<file path="src/rtl/cdb_pkg.sv">
// Shared types and helpers for the common-data-bus arbiter and its producer queues.
package cdb_pkg;

  localparam int unsigned CDB_NUM_REQ    = 3;
  localparam int unsigned CDB_TAG_BITS   = 5;
  localparam int unsigned CDB_DATA_WIDTH = 32;
  localparam int unsigned CDB_Q_DEPTH    = 2;

  typedef struct packed {
    logic [CDB_TAG_BITS-1:0]   tag;
    logic [CDB_DATA_WIDTH-1:0] data;
  } cdb_entry_t;

  typedef enum logic [1:0] {
    CDB_SRC_ALU    = 2'd0,
    CDB_SRC_LOAD   = 2'd1,
    CDB_SRC_BRANCH = 2'd2
  } cdb_src_e;

  // Modulo-n add used to rotate and un-rotate round-robin indices.
  function automatic int rr_add(input int base, input int off, input int n);
    return (base + off) % n;
  endfunction

endpackage

</file>
<file path="src/rtl/cdb_req_queue.sv">
// Small per-producer FIFO holding tagged results until the CDB grants them.
module cdb_req_queue #(
  parameter int unsigned WIDTH = 37,
  parameter int unsigned DEPTH = 2
) (
  input  logic             clk,
  input  logic             rst_n,
  input  logic             flush,
  input  logic             push,
  input  logic             pop,
  input  logic [WIDTH-1:0] push_data,
  output logic             full,
  output logic             empty,
  output logic [WIDTH-1:0] head
);

  localparam int unsigned PTR_W = (DEPTH > 1) ? $clog2(DEPTH) : 1;
  localparam int unsigned CNT_W = $clog2(DEPTH + 1);

  logic [DEPTH-1:0][WIDTH-1:0] mem_q;
  logic [PTR_W-1:0]            wr_ptr_q, rd_ptr_q;
  logic [CNT_W-1:0]            count_q;
  logic                        do_push, do_pop;

  assign full    = (count_q == CNT_W'(DEPTH));
  assign empty   = (count_q == '0);
  assign head    = mem_q[rd_ptr_q];
  assign do_push = push && !full;
  assign do_pop  = pop && !empty;

  // DEPTH is a power of two, so the pointers wrap naturally.
  always_ff @(posedge clk or negedge rst_n) begin
    if (!rst_n) begin
      mem_q    <= '0;
      wr_ptr_q <= '0;
      rd_ptr_q <= '0;
      count_q  <= '0;
    end else if (flush) begin
      wr_ptr_q <= '0;
      rd_ptr_q <= '0;
      count_q  <= '0;
    end else begin
      if (do_push) begin
        mem_q[wr_ptr_q] <= push_data;
        wr_ptr_q        <= wr_ptr_q + PTR_W'(1);
      end
      if (do_pop) begin
        rd_ptr_q <= rd_ptr_q + PTR_W'(1);
      end
      count_q <= count_q + CNT_W'(do_push) - CNT_W'(do_pop);
    end
  end

  a_no_push_full: assert property (@(posedge clk) disable iff (!rst_n) push |-> !full);
  a_count_bound:  assert property (@(posedge clk) disable iff (!rst_n) count_q <= CNT_W'(DEPTH));

endmodule

</file>
<file path="src/rtl/cdb_arbiter.sv">
// Round-robin arbiter sharing one registered CDB among queued result producers.
module cdb_arbiter
  import cdb_pkg::*;
#(
  parameter int unsigned NUM_REQ    = CDB_NUM_REQ,
  parameter int unsigned TAG_BITS   = CDB_TAG_BITS,
  parameter int unsigned DATA_WIDTH = CDB_DATA_WIDTH,
  parameter int unsigned Q_DEPTH    = CDB_Q_DEPTH,
  localparam int unsigned SRC_W     = (NUM_REQ > 1) ? $clog2(NUM_REQ) : 1
) (
  input  logic                                 clk,
  input  logic                                 rst_n,
  input  logic                                 flush,
  input  logic [NUM_REQ-1:0]                   req_valid,
  input  logic [NUM_REQ-1:0][TAG_BITS-1:0]     req_tag,
  input  logic [NUM_REQ-1:0][DATA_WIDTH-1:0]   req_data,
  output logic [NUM_REQ-1:0]                   req_ready,
  input  logic                                 cdb_stall,
  output logic                                 cdb_valid,
  output logic [TAG_BITS-1:0]                  cdb_tag,
  output logic [DATA_WIDTH-1:0]                cdb_data,
  output logic [SRC_W-1:0]                     cdb_src
);

  localparam int unsigned ENTRY_W = TAG_BITS + DATA_WIDTH;

  logic [NUM_REQ-1:0]              cand, rot, push, pop, full, empty;
  logic [NUM_REQ-1:0][ENTRY_W-1:0] heads;
  logic [ENTRY_W-1:0]              win;
  logic [SRC_W-1:0]                rr_ptr_q, grant_idx;
  logic                            grant_valid, load;
  int                              grant_off;

  assign load      = !cdb_valid || !cdb_stall;
  assign req_ready = ~full;
  assign win       = heads[grant_idx];

  for (genvar i = 0; i < NUM_REQ; i++) begin : g_q
    assign cand[i] = !empty[i];
    assign push[i] = req_valid[i] && !full[i] && !flush;
    assign pop[i]  = load && grant_valid && !flush && (grant_idx == SRC_W'(i));

    cdb_req_queue #(
      .WIDTH (ENTRY_W),
      .DEPTH (Q_DEPTH)
    ) u_q (
      .clk       (clk),
      .rst_n     (rst_n),
      .flush     (flush),
      .push      (push[i]),
      .pop       (pop[i]),
      .push_data ({req_tag[i], req_data[i]}),
      .full      (full[i]),
      .empty     (empty[i]),
      .head      (heads[i])
    );
  end

  // Rotate candidates so rr_ptr sits at bit 0, take the lowest set bit, then un-rotate.
  always_comb begin
    rot       = '0;
    grant_off = 0;
    for (int j = 0; j < NUM_REQ; j++) begin
      rot[j] = cand[rr_add(32'(rr_ptr_q), j, NUM_REQ)];
    end
    grant_valid = |rot;
    for (int j = NUM_REQ - 1; j >= 0; j--) begin
      if (rot[j]) grant_off = j;
    end
    grant_idx = SRC_W'(rr_add(32'(rr_ptr_q), grant_off, NUM_REQ));
  end

  always_ff @(posedge clk or negedge rst_n) begin
    if (!rst_n) begin
      cdb_valid <= 1'b0;
      cdb_tag   <= '0;
      cdb_data  <= '0;
      cdb_src   <= '0;
      rr_ptr_q  <= '0;
    end else if (flush) begin
      cdb_valid <= 1'b0;
    end else if (load) begin
      cdb_valid <= grant_valid;
      if (grant_valid) begin
        cdb_tag  <= win[ENTRY_W-1 -: TAG_BITS];
        cdb_data <= win[DATA_WIDTH-1:0];
        cdb_src  <= grant_idx;
        rr_ptr_q <= SRC_W'(rr_add(32'(grant_idx), 1, NUM_REQ));
      end
    end
  end

  a_stall_stable: assert property (@(posedge clk) disable iff (!rst_n)
    (cdb_valid && cdb_stall && !flush) |=> (cdb_valid && $stable({cdb_tag, cdb_data, cdb_src})));

endmodule

</file>
<file path="config.mk">
export PLATFORM = sky130hd
export DESIGN_NAME = cdb_arbiter
export DESIGN_NICKNAME = d
export VERILOG_FILES = /design/src/rtl/cdb_pkg.sv /design/src/rtl/cdb_req_queue.sv /design/src/rtl/cdb_arbiter.sv
export SDC_FILE = /design/constraint.sdc
export NUM_CORES = 1
export LEC_CHECK = 0
export CAP_MARGIN = 20
export CORE_ASPECT_RATIO = 0.5
export CORE_MARGIN = 2
export CORE_UTILIZATION = 60
export DETAILED_ROUTE_END_ITERATION = 7
export PLACE_DENSITY = 0.84
export SYNTH_ARGS = -nofsm -noshare
export SYNTH_HDL_FRONTEND = slang
export SYNTH_SLANG_ARGS = --single-unit
</file>
<file path="constraint.sdc">
create_clock -name clk -period 9.95 [get_ports clk]
set_input_delay 1.4925 -clock clk [delete_from_list [all_inputs] [get_ports clk]]
set_output_delay 1.4925 -clock clk [all_outputs]
set_load 0.01 [all_outputs]
</file>
== Word level (Yosys, flattened, before mapping) ==
Index checks and enable logic that the tools add are counted.
Operators by class
  add/subtract/negate cells: 16
  divide/modulo/power cells: 5
  $lt $le $gt $ge: 13
  equality and inequality tests: 5
  mux-type cells: 46
  bitwise logic cells: 2
  reductions and logical operators: 46
Operators by type and width (number)
  two-way mux 37 bit: 10
  bitwise mux 74 bit: 3
  remainder unit 32 x 3 -> 32 bit (second input constant): 4
  demux 37 bit (select 1 bit): 3
  < comparator 32 x 4 -> 1 bit (second input constant): 3
  binary-select mux 37 bit (select 2 bit): 1
  adder 3 x 32 -> 32 bit: 1
  remainder unit 3 x 3 -> 32 bit (second input constant): 1
  two-way mux 32 bit: 1
  logical AND 1 bit: 20
  two-way mux 1 bit: 20
  nonzero test 2 bit: 7
  < comparator 1 x 2 -> 1 bit (second input constant): 6
  two-way mux 2 bit: 5
  logical NOT 1 bit: 9
  equality test 2 bit (second input constant): 4
  logical NOT 2 bit: 4
  adder 1 bit (second input constant): 6
  adder 2 x 1 -> 2 bit: 3
  adder 2 x 1 -> 3 bit (second input constant): 2
  binary-select mux 1 bit (select 2 bit): 3
  AND reduction 2 bit: 3
  subtractor 2 x 1 -> 2 bit: 3
  adder 2 x 2 -> 3 bit (second input constant): 1
  other kinds (8): 10
Storage, ports and cells
  bits in registers: 276
  input bits: 118
  output and inout port bits: 43
  word-level logic and storage cells: 153

== Depth between registers and ports, before layout ==
  word-level depth: 15
  mapped depth: 22
  gate-level depth less buffers: 22

== Modules after synthesis ==
From an unflattened synthesis, not the netlist that was laid out.
Second synthesis, totals
  cells, all modules: 1168
  area, all modules: 14622.8 µm²
By module, submodules not included
  cdb_req_queue: times used 3, cells each 221, area an instance 3420.8 µm², sequential area each 1951.9 µm²
  cdb_arbiter: times used 1, cells each 505, area an instance 4360.4 µm², sequential area each 1051.0 µm²

== Worst setup path after synthesis ==
Ideal clock, no wire load.
  path kind: register -> register
  start: register rr_ptr_q[0]
  end: register g_q[0].u_q.count_q[1]
  library setup time: 0.132 ns
  data arrival time: 4.439 ns
  data required time: 9.818 ns
  path slack: 5.379 ns
  cell stages (with the launch flop): 22
  path buffers: 2
  clock period less this slack: 4.571 ns
  path through: dfrtp_1 > inv_1 > ha_1 > o21bai_1 > a221oi_1 > and2b_2 > ha_1 > inv_1 > fa_1 > nor2_1 > ha_1 > nand2b_1 > o32ai_1 > buf_2 > buf_1 > nor3b_1 > ha_1 > inv_1 > ha_1 > xor2_1 > xnor2_1 > nor2_1
Between the ends
  cells in the longest elaborated chain, start to end: 15
  elaborated cells on any way between the ends: 27
  classes of those cells: add/sub: 4; div: 4; mux: 13; reduce/logical: 6
RTL lines
  from (decl): RTL line cdb_arbiter.sv:30  | logic [SRC_W-1:0] rr_ptr_q, grant_idx;
  from (signal assigned): RTL line cdb_arbiter.sv:88  | rr_ptr_q <= SRC_W'(rr_add(32'(grant_idx), 1, NUM_REQ));
  adder 2 x 2 -> 3 bit: RTL line cdb_pkg.sv:22  | return (base + off) % n;
  remainder unit 32 x 3 -> 32 bit: RTL line cdb_pkg.sv:22
  binary-select mux 1 bit (select 2 bit): RTL line cdb_arbiter.sv:64  | rot[j] = cand[rr_add(32'(rr_ptr_q), j, NUM_REQ)];
  two-way mux 1 bit (not written as such) (2 in a row): RTL line cdb_arbiter.sv:64
  two-way mux 2 bit (2 in a row): RTL line cdb_arbiter.sv:68  | if (rot[j]) grant_off = j;
  two-way mux 32 bit: RTL line cdb_arbiter.sv:68
  adder 3 x 32 -> 32 bit: RTL line cdb_pkg.sv:22
  remainder unit 32 x 3 -> 32 bit: RTL line cdb_pkg.sv:22
  logical NOT 2 bit: RTL line cdb_arbiter.sv:41  | assign pop[i] = load && grant_valid && !flush && (grant_idx == SRC_W'(i));
  logical AND 1 bit (*): RTL line cdb_arbiter.sv:41
  logical AND 1 bit (*): RTL line cdb_req_queue.sv:29  | assign do_pop = pop && !empty;
  subtractor 2 x 1 -> 2 bit (*): RTL line cdb_req_queue.sv:50  | count_q <= count_q + CNT_W'(do_push) - CNT_W'(do_pop);
  two-way mux 2 bit (*): RTL line cdb_req_queue.sv:38  | end else if (flush) begin
  to (signal assigned): RTL line cdb_req_queue.sv:50
  to (decl): RTL line cdb_req_queue.sv:22  | logic [CNT_W-1:0] count_q;
Every way passes the cells marked *; elsewhere a longest branch is shown, timed or not. The select of a mux whose other input is x is not followed.
A chain may end at the register's enable or synchronous reset.

== Final worst setup path ==
  start: register rr_ptr_q[0]
  end: register g_q[2].u_q.count_q[1]
Between the ends
  cells in the longest elaborated chain, start to end: 15
  elaborated cells on any way between the ends: 27
  classes of those cells: add/sub: 4; div: 4; eq/ne: 1; mux: 13; reduce/logical: 5
RTL lines (RTL line)
  adder 2 x 2 -> 3 bit: cdb_pkg.sv:22
  remainder unit 32 x 3 -> 32 bit: cdb_pkg.sv:22
  binary-select mux 1 bit (select 2 bit): cdb_arbiter.sv:64
  two-way mux 1 bit (not written as such) (2 in a row): cdb_arbiter.sv:64
  two-way mux 2 bit (2 in a row): cdb_arbiter.sv:68
  two-way mux 32 bit: cdb_arbiter.sv:68
  adder 3 x 32 -> 32 bit: cdb_pkg.sv:22
  remainder unit 32 x 3 -> 32 bit: cdb_pkg.sv:22
  equality test 2 bit: cdb_arbiter.sv:41
  logical AND 1 bit (*): cdb_arbiter.sv:41
  logical AND 1 bit (*): cdb_req_queue.sv:29
  subtractor 2 x 1 -> 2 bit (*): cdb_req_queue.sv:50
  two-way mux 2 bit (*): cdb_req_queue.sv:38
  to (signal assigned): cdb_req_queue.sv:50
  to (decl): cdb_req_queue.sv:22
Marks and branches as above.

==> results.md <==
- Ys flop type: dfrtp_1
- CTS Root Cell: clkbuf_16
- # port buffers: 160
- DR vias/cell: 5.996
- Max-cap viol count: 0
- Die Y: 105.6 microns
- Fillers: 1324
- Hold crit path type: reg -> reg
- Leading cell type in the layout, fill and taps excluded: mux2_2
- Crit Path Max Fanout: 39
- Setup TNS: 0 ps
- CTS tree: done
- DIE AREA: 0.02186 sq mm
- Status: complete, no violations
- Global placement routability congestion: 0.7720
- Gr usage total: 26.80%
- Dpl hpwl: 17.86 mm
- Post-synthesis xor/xnor area fraction: 0.7786%
- Initial Util: 60.75%
- Total power per unit cell area: 407.6 mW/mm^2
- # IOs: 161
- Post-cts resize count: 0
- Synth Warn #: 0
- Fin area: 0.01508 sq mm
- Placed cell area: 0.01428 sq mm
- PnR worst setup slack: 4378 ps
- Hold_buf cts: 0
- First-pass GRT wire length: 46.30 mm
- Final Power: 0.006147 W
- Clk sink count: 276
- Most frequent cells in the layout: mux2_2 (337), dfrtp_1 (273), clkdlybuf4s50_1 (159)
- Drt first-iter violations: 536
- DR vias: 7927
- Synth area leader: dfrtp_1
- Routed WL per cell: 21.97 microns
- # H-tree levels: 1
- Max-slew violation count: 0
- EDFF count, synth: 0
- Detailed Route WL: 29.05 mm
- Largest family of logic cells by synthesized area: multiplexers
- Post-synthesis compound-gate area fraction: 5.531%
- Postcts setup bufs: 0
- CP Capture Type: flop
- Max_slew headroom: 20.68%
- Synth cell types: 35
- Row cnt: 37
- ANT nets after route: 0
- Vias in the first global route: 8595
- DR pass1 iterations: 5
- Syn Nets: 1019
- Ranking of synthesized cells by area: dfrtp_1 (56%), mux2_2 (31%), a222oi_1 (3.0%)
- Highest Clock Rate: 179.5 MHz
- Post-route insts no fill: 1322
- Peak VDD IR: 0.5016 mV
- Grt ovf: 0
- Fin. Hold Viols: 0
- Post-Synth Adder-Cell Area: 1.476%
- P&R area growth vs syn: 21.88%
- Post-Place Setup Slack: 4499 ps
- CTS buffer count: 25
- Clock Latency Late Sink: 520 ps
- Final #Nets: 1165
- Core area: 0.02037 sq mm
- Synthesized cell area: 0.01237 sq mm
- Worst R2R Setup Slack: 4380 ps
- #FFs+latches synth: 276
- Unrepaired setup endpoints after global routing: no
- Period minus WS final: 5572 ps
- Final Skew: 14.97 ps
- Cell count after synthesis: 887
- CP Class: reg -> reg
- Register area share after synthesis: 55.81%
- P_leak: 6.314 nW
- Post-Synth Simple-Gate Area: 3.478%
- Share of layout cells above drive strength 1: 38.23%
- Die X: 207.1 microns
- Maximum number of pins on one net before global-route repair: 141
- Final Setup Violations: 0
- Crit path DAT: 5970 ps
- Placed cells: 1278
- DRC Markers: 0
- Worst EP required: 10350 ps
- CTS clk-pin slew, worst paths: 70 ps
- Crit share post-route: 56.00%
- CP startpoint kind: flop
- Async SR Flop Fraction: 100.0%
- Synthesized area per cell: 13.95 sq um
- Top-area cell type share of the netlist area: 55.81%
- Initial antenna violation count: 0
- Mux contribution to synthesized area: 30.67%
- Longest Clk Path Bufs: 3
- Worst-Margin Slew: 1190 ps
- Diodes inserted: 0
-- cells in the mapped netlist (2+ instances only) --
| cell | count |
|---|---|
| nor2_1 | 20 |
| nor4_1 | 2 |
| o21ai_0 | 38 |
| nor3_2 | 3 |
| nand2_1 | 47 |
| inv_1 | 11 |
| a21oi_1 | 4 |
| nor2b_1 | 5 |
| dfrtp_1 | 276 |
| buf_1 | 4 |
| xnor2_1 | 4 |
| xor2_1 | 7 |
| nor3b_1 | 3 |
| o32ai_1 | 3 |
| nand2b_1 | 4 |
| mux2_2 | 337 |
| o31ai_1 | 2 |
| nor4b_1 | 2 |
| clkbuf_1 | 24 |
| a221oi_1 | 2 |
| a222oi_1 | 37 |
| o21bai_1 | 2 |
| ha_1 | 13 |
| buf_2 | 25 |
| nor3_1 | 2 |
-- layout make-up --
type	count	area [sq um]	area share, %
clock inverters	6	58.81	0.3899
clock buffers	37	720.7	4.778
inverters	11	41.29	0.2738
multi-input cells	546	5268	34.93
well taps	273	341.6	2.265
repair buffers	173	1742	11.55
flip-flops and latches	276	6910	45.82
-- layer usage --
metal	share of wire [%]	wire, microns	up-vias	track usage, %
li1	-	-	3541	-
met1	44	12850	4121	37.21
met2	49	14270	218	45.50
met3	4.7	1353	47	3.784
met4	2.0	574	0	5.969
met5	0	0	-	0
-- worst paths after layout --
kind / start / end / cells past startpoint
max in group asynchronous: rst_n / cdb_data[27]$_DFFE_PN0P_ / 2
worst max-delay path: rr_ptr_q[0]$_DFFE_PN0P_ / g_q[2].u_q.count_q[1]$_DFF_PN0_ / 19
worst min-delay path: cdb_data[11]$_DFFE_PN0P_ / cdb_data[11]$_DFFE_PN0P_ / 2
worst min register to register: cdb_data[11]$_DFFE_PN0P_ / cdb_data[11]$_DFFE_PN0P_ / 2
min in group asynchronous: rst_n / g_q[1].u_q.mem_q[4]$_DFFE_PN0P_ / 1
worst max register to register: rr_ptr_q[0]$_DFFE_PN0P_ / g_q[2].u_q.count_q[1]$_DFF_PN0_ / 19
-- metrics by stage --
stage	hold WS, ps	util, %
after floorplan	473.7	-
after global placement	471.5	69.92
after detailed placement	470.0	70.12
after CTS	487.7	73.94
after global routing	514.3	74.04
final	486.8	74.04
-- critical path, stage by stage (launching register included) --
cell and delay, ps:
dfrtp_1 420, inv_1 90, ha_1 380, o21bai_1 190, a221oi_1 600, and2b_2 260, ha_1 130, inv_1 50
fa_1 500, nor2_1 240, ha_1 320, a21o_1 150, a32o_2 990, nor3b_1 280, ha_1 250, inv_1 60
ha_1 150, xor2_1 180, xnor2_1 150, nor2_1 60
-- flip-flops by register name (all words and copies together), names as in the netlist --
signal,count
cdb_tag,5
cdb_src,2
g_q.u_q.count_q,6
cdb_valid,1
g_q.u_q.mem_q,222
cdb_data,32
g_q.u_q.wr_ptr_q,3
g_q.u_q.rd_ptr_q,3
rr_ptr_q,2
-- logic make-up (layout without fill, tap and decap cells) --
group,count (synthesis),count (layout)
buffers and inverters,65,227
DFF,276,276
muxes,337,337
AOI/OAI and AO/OA,92,92
adders and majority gates,14,14
xor gates and xnor gates,11,11
and+or+nand+nor,92,92
-- power by group --
| part | internal (W) | switching (W) | total (W) |
|---|---|---|---|
| clock network | 0.000526 | 0.000408 | 0.000934 |
| registers | 0.00168 | 0.000328 | 0.00201 |
| logic | 0.00151 | 0.00170 | 0.00321 |
| total | 0.00371 | 0.00243 | 0.00615 |
Note: power is estimated with default switching activity, not from simulation.
